File: src/rtl/pwm_pkg.sv
// Shared constants and types for the PWM register bank.
// Included by the top and the timebase.
package pwm_pkg;

    localparam int unsigned CLK_DIV_DEF  = 13;
    localparam int unsigned MAX_ADDR_DEF = 4;

    localparam logic [7:0] PWM_TOP = 8'd254;

    localparam logic [6:0] ADDR_EN_OUT_LO = 7'h00;
    localparam logic [6:0] ADDR_EN_OUT_HI = 7'h01;
    localparam logic [6:0] ADDR_EN_PWM_LO = 7'h02;
    localparam logic [6:0] ADDR_EN_PWM_HI = 7'h03;
    localparam logic [6:0] ADDR_DUTY      = 7'h04;

    typedef struct packed {
        logic [6:0] addr;
        logic [7:0] data;
    } wr_req_t;

endpackage

File: src/rtl/pwm_timebase.sv
// Prescaled 8-bit PWM counter (0..PWM_TOP) with period boundary
// strobe and a registered one-cycle sync pulse.
module pwm_timebase
    import pwm_pkg::*;
#(
    parameter int unsigned CLK_DIV = CLK_DIV_DEF
) (
    input  logic       clk,
    input  logic       rst_n,
    output logic [7:0] pwm_cnt_o,
    output logic       boundary_o,
    output logic       sync_o
);

    logic [7:0] presc_q, presc_d;
    logic [7:0] cnt_q, cnt_d;
    logic       sync_q, sync_d;
    logic       tick;

    always_comb begin
        tick       = (presc_q == 8'(CLK_DIV - 1));
        presc_d    = tick ? 8'd0 : presc_q + 8'd1;
        cnt_d      = cnt_q;
        if (tick) begin
            cnt_d = (cnt_q == PWM_TOP) ? 8'd0 : cnt_q + 8'd1;
        end
        // boundary is the edge that wraps the counter back to 0
        boundary_o = tick && (cnt_q == PWM_TOP);
        sync_d     = boundary_o;
    end

    always_ff @(posedge clk or negedge rst_n) begin
        if (!rst_n) begin
            presc_q <= 8'd0;
            cnt_q   <= 8'd0;
            sync_q  <= 1'b0;
        end else begin
            presc_q <= presc_d;
            cnt_q   <= cnt_d;
            sync_q  <= sync_d;
        end
    end

    assign pwm_cnt_o = cnt_q;
    assign sync_o    = sync_q;

endmodule

File: src/rtl/pwm_peripheral.sv
// Register bank with one-entry write hold buffer and 16-channel
// static/PWM output mux driven by the shared timebase.
module pwm_peripheral
    import pwm_pkg::*;
#(
    parameter int unsigned CLK_DIV  = CLK_DIV_DEF,
    parameter int unsigned MAX_ADDR = MAX_ADDR_DEF
) (
    input  logic        clk,
    input  logic        rst_n,
    input  logic        wr_valid,
    output logic        wr_ready,
    input  logic [6:0]  wr_addr,
    input  logic [7:0]  wr_data,
    output logic [15:0] out,
    output logic        pwm_sync,
    output logic        wr_err
);

    logic        hold_vld_q, hold_vld_d;
    wr_req_t     hold_q, hold_d;
    logic [15:0] en_out_q, en_out_d;
    logic [15:0] en_pwm_q, en_pwm_d;
    logic [7:0]  duty_shadow_q, duty_shadow_d;
    logic [7:0]  duty_active_q, duty_active_d;
    logic [15:0] out_q, out_d;
    logic        wr_err_q, wr_err_d;
    logic [7:0]  pwm_cnt;
    logic        boundary;
    logic        level;

    pwm_timebase #(
        .CLK_DIV(CLK_DIV)
    ) u_timebase (
        .clk       (clk),
        .rst_n     (rst_n),
        .pwm_cnt_o (pwm_cnt),
        .boundary_o(boundary),
        .sync_o    (pwm_sync)
    );

    always_comb begin
        hold_vld_d    = hold_vld_q;
        hold_d        = hold_q;
        en_out_d      = en_out_q;
        en_pwm_d      = en_pwm_q;
        duty_shadow_d = duty_shadow_q;
        wr_err_d      = 1'b0;
        // boundary samples the shadow value before any same-edge commit
        duty_active_d = boundary ? duty_shadow_q : duty_active_q;

        if (hold_vld_q) begin
            hold_vld_d = 1'b0;
            if (hold_q.addr > 7'(MAX_ADDR)) begin
                wr_err_d = 1'b1;
            end else begin
                unique case (1'b1)
                    hold_q.addr == ADDR_EN_OUT_LO: en_out_d[7:0]  = hold_q.data;
                    hold_q.addr == ADDR_EN_OUT_HI: en_out_d[15:8] = hold_q.data;
                    hold_q.addr == ADDR_EN_PWM_LO: en_pwm_d[7:0]  = hold_q.data;
                    hold_q.addr == ADDR_EN_PWM_HI: en_pwm_d[15:8] = hold_q.data;
                    hold_q.addr == ADDR_DUTY:      duty_shadow_d  = hold_q.data;
                    default: ;
                endcase
            end
        end else if (wr_valid) begin
            hold_vld_d = 1'b1;
            hold_d     = '{addr: wr_addr, data: wr_data};
        end

        level = (duty_active_q == 8'hFF) || (pwm_cnt < duty_active_q);
        out_d = en_out_q & (~en_pwm_q | {16{level}});
    end

    always_ff @(posedge clk or negedge rst_n) begin
        if (!rst_n) begin
            hold_vld_q    <= 1'b0;
            hold_q        <= '0;
            en_out_q      <= '0;
            en_pwm_q      <= '0;
            duty_shadow_q <= '0;
            duty_active_q <= '0;
            out_q         <= '0;
            wr_err_q      <= 1'b0;
        end else begin
            hold_vld_q    <= hold_vld_d;
            hold_q        <= hold_d;
            en_out_q      <= en_out_d;
            en_pwm_q      <= en_pwm_d;
            duty_shadow_q <= duty_shadow_d;
            duty_active_q <= duty_active_d;
            out_q         <= out_d;
            wr_err_q      <= wr_err_d;
        end
    end

    assign wr_ready = !hold_vld_q;
    assign out      = out_q;
    assign wr_err   = wr_err_q;

endmodule

File: config.mk
export PLATFORM = sky130hd
export DESIGN_NAME = pwm_peripheral
export DESIGN_NICKNAME = d
export VERILOG_FILES = /design/src/rtl/pwm_pkg.sv /design/src/rtl/pwm_timebase.sv /design/src/rtl/pwm_peripheral.sv
export SDC_FILE = /design/constraint.sdc
export NUM_CORES = 1
export LEC_CHECK = 0
export CORE_UTILIZATION = 35
export DETAILED_ROUTE_END_ITERATION = 10
export GPL_TIMING_DRIVEN = 0
export MAX_ROUTING_LAYER = met4
export PLACE_DENSITY = 0.57
export SLEW_MARGIN = 10
export SYNTH_ARGS = -nofsm -noshare
export SYNTH_HDL_FRONTEND = slang
export SYNTH_HIERARCHICAL = 1
export SYNTH_SLANG_ARGS = --single-unit
File: constraint.sdc
create_clock -name clk -period 2.75 [get_ports clk]
set_input_delay 0.55 -clock clk [delete_from_list [all_inputs] [get_ports clk]]
set_output_delay 0.55 -clock clk [all_outputs]
set_load 0.02 [all_outputs]
==> results.sh <==
export IMPL_die_h_um=109
export IMPL_required_ns=2.93
export IMPL_via_count=2380
export IMPL_die_area_mm2=0.0119
export IMPL_ant_nets=0
export IMPL_ios=37
export IMPL_leakagePower_nw=2.23
export IMPL_grt_util_met3_pct=4.18
export IMPL_yosys_most_used_dff="dfrtp_1"
export IMPL_synthArstFlopShare_pct=100
export IMPL_cts_root_buffer="clkbuf_16"
export IMPL_track_usage_pct=14.2
export IMPL_period_needed_ns=2.32
export IMPL_top_usage_layer="met2"
export IMPL_crit_arrival_ns=2.50
export IMPL_timing_hold_ws_ns=0.155
export IMPL_start_util_pct=36.5
export IMPL_multi_input_area_mm2=0.00150
export IMPL_fp_dieW_um=109
export IMPL_startpoint_type="flip-flop"
export IMPL_powerDensity_mw_per_mm2=675
export IMPL_cts_made_buffers=9
export IMPL_num_fill_cells=1037
export IMPL_place_congestion=0.744
export IMPL_htreeDepth=3
export IMPL_routed_via_density=4.92
export IMPL_ys_seq_area_share_pct=60.9
export IMPL_grt_pass1_vias=2387
export IMPL_drt_iter0_drc=110
export IMPL_yosys_warnings=6
export IMPL_r2r_start="u_timebase/pwm_cnt_o[3]"
export IMPL_postCtsSetupBuffers=0
export IMPL_drv_cap=0
export IMPL_hold_violations=0
export IMPL_syn_inst=292
export IMPL_synth_nets=321
export IMPL_rsz0062_at_grt="no"
export IMPL_relSlewSlack_pct=61.8
export IMPL_ys_seq_elements=98
export IMPL_firstDrtPassIters=4
export IMPL_status="complete, no violations"
export IMPL_grt_util_met2_pct=21.1
export IMPL_setup_viol=0
export IMPL_finalCritPeriodShare_pct=84.3
export IMPL_insertion_delay_ns=0.34
export IMPL_area_delta_synth_final_pct=21.0
export IMPL_syn_cell_area_mm2=0.00402
export IMPL_ys_types=41
export IMPL_max_freq_mhz=431
export IMPL_cts_tree="done"
export IMPL_fin_util_pct=44.1
export IMPL_syn_area_per_cell_um2=13.8
export IMPL_diodes=0
export IMPL_synth_edf_count=0
export IMPL_nets=369
export IMPL_end_kind="flip-flop"
export IMPL_worst_pin_slew_ns=0.572
export IMPL_dp_hpwl_um=4970
export IMPL_cts_sinks=98
export IMPL_r2r_slack_ns=0.43
export IMPL_wl_per_cell_um=14.9
export IMPL_ff2ff_path_depth=6
export IMPL_worstHoldPathType="in -> async"
export IMPL_grt_pass1_wl_um=12100
export IMPL_regArea_mm2=0.00245
export IMPL_critical_path_class="reg -> reg"
export IMPL_drc=0
export IMPL_drive_gt1_share_pct=25.3
export IMPL_skew_ns=0.00665
export IMPL_grt_overflow_total=0
export IMPL_port_buffers=36
export IMPL_antenna_found_initial=0
export IMPL_core_area_mm2=0.0110
export IMPL_path_clk_slew_ns=0.07
export IMPL_clk_path_buf_depth=2
export IMPL_fp_row_count=38
export IMPL_grt_max_degree=66
export IMPL_wirelength_um=7220
export IMPL_post_cts_resized=0
export IMPL_worstPathMaxFanout=10
export IMPL_finalMaxSlewViolations=0
export IMPL_r2r_end="out[7]"
export IMPL_ctsHoldBuffers=0
export IMPL_gr_usage_met1_pct=18.1
export IMPL_irDropWorstVdd_v=0.000441
-- cell families after synthesis --
| kind of cell | share of synthesized area, % |
|---|---|
| muxes | 15.7 |
| buffers and inverters | 1.99 |
| DFF | 60.9 |
| xor gates and xnor gates | 1.31 |
| adders and majority gates | 3.42 |
| and+or+nand+nor | 7.59 |
| AOI/OAI and AO/OA | 9.08 |
-- sequential cells by signal (all words and copies together), names as in the netlist --
signal,flops
en_out_q,16
en_pwm_q,16
out,16
hold_q,15
duty_active_q,8
duty_shadow_q,8
u_timebase/presc_q,8
u_timebase/pwm_cnt_o,8
hold_vld_q,1
u_timebase/sync_o,1
wr_err,1
-- layer usage --
metal | up-vias | part of all wire (%)
met5 | - | 0
met4 | 0 | 1.7
met3 | 11 | 3.6
met2 | 37 | 47
met1 | 1199 | 48
li1 | 1133 | -
-- per-stage QoR --
step / cells / power [W] / area [µm²] / setup TNS, ns / setup WS (ns)
final: 484 / 0.00329 / 4870 / 0 / 0.432
after global routing: 484 / 0.00344 / 4870 / 0 / 0.249
after CTS: 484 / 0.00335 / 4860 / 0 / 0.0989
after detailed placement: 469 / 0.00214 / 4580 / 0 / 0.105
after global placement: 468 / 0.00212 / 4560 / -252.61 / -2.59
after floorplan: 292 / 0.00193 / 4020 / 0 / 0.924
-- cell usage after synthesis (2+ instances only) --
cell type | number | area share, %
o31ai_1 | 2 | 0.37
xnor2_1 | 4 | 0.87
and3_1 | 3 | 0.47
o21ai_0 | 16 | 2.0
mux2_2 | 55 | 15
nand3b_2 | 2 | 0.56
ha_1 | 11 | 3.4
clkbuf_1 | 3 | 0.28
dfrtp_1 | 98 | 61
nand4_1 | 7 | 1.1
nor2_1 | 7 | 0.65
inv_1 | 11 | 1.0
nand3_1 | 4 | 0.50
o41ai_2 | 2 | 0.81
xor2_1 | 2 | 0.44
a21oi_1 | 6 | 0.75
nand2_1 | 18 | 1.7
o21a_1 | 2 | 0.37
a21boi_0 | 17 | 3.2
-- worst max path at each step --
stage	start	end	slack (ns)	cells after the start
2_1_floorplan	u_timebase/pwm_cnt_o[3]	out[10]	0.92	6
3_3_place_gp	rst_n	hold_q[2]	-2.59	1
3_5_place_dp	u_timebase/pwm_cnt_o[3]	out[7]	0.11	6
4_1_cts	u_timebase/pwm_cnt_o[3]	out[7]	0.1	6
5_1_grt	u_timebase/pwm_cnt_o[3]	out[7]	0.25	6
6_report	u_timebase/pwm_cnt_o[3]	out[7]	0.43	6
-- report_power, final --
group | internal [W] | total [W] | switching, W
Sequential | 0.00162 | 0.00172 | 0.000102
Combinational | 0.000223 | 0.000382 | 0.000159
Clock | 0.000624 | 0.00119 | 0.000562
-- layout make-up --
| type | instances | area share [%] |
|---|---|---|
| Clock buffer | 9 | 4.63 |
| Timing Repair Buffer | 37 | 7.92 |
| Tap cell | 140 | 3.60 |
| Buffer | 7 | 0.797 |
| Clock inverter | 6 | 1.03 |
| Sequential cell | 98 | 50.4 |
| Multi-Input combinational cell | 176 | 30.8 |
| Inverter | 11 | 0.848 |
-- critical path, stage by stage, from the launching register on --
cell	delay, ns
dfrtp_1	0.45
ha_1	0.31
o21a_1	0.11
o22ai_1	0.08
o32ai_2	0.52
clkbuf_1	0.46
a21boi_0	0.22
-- placed cells by master (no fill, tap or decap), types with 4 or more instances in the layout --
| cell | instances |
|---|---|
| xnor2_1 | 4 |
| clkbuf_16 | 9 |
| dfrtp_1 | 98 |
| nand2_1 | 18 |
| nor2_1 | 7 |
| o21ai_0 | 16 |
| a21oi_1 | 6 |
| clkdlybuf4s50_1 | 35 |
| nand4_1 | 7 |
| a21boi_0 | 17 |
| nand3_1 | 4 |
| mux2_2 | 55 |
| ha_1 | 11 |
| inv_1 | 11 |
(Power assumes the default switching activity.)
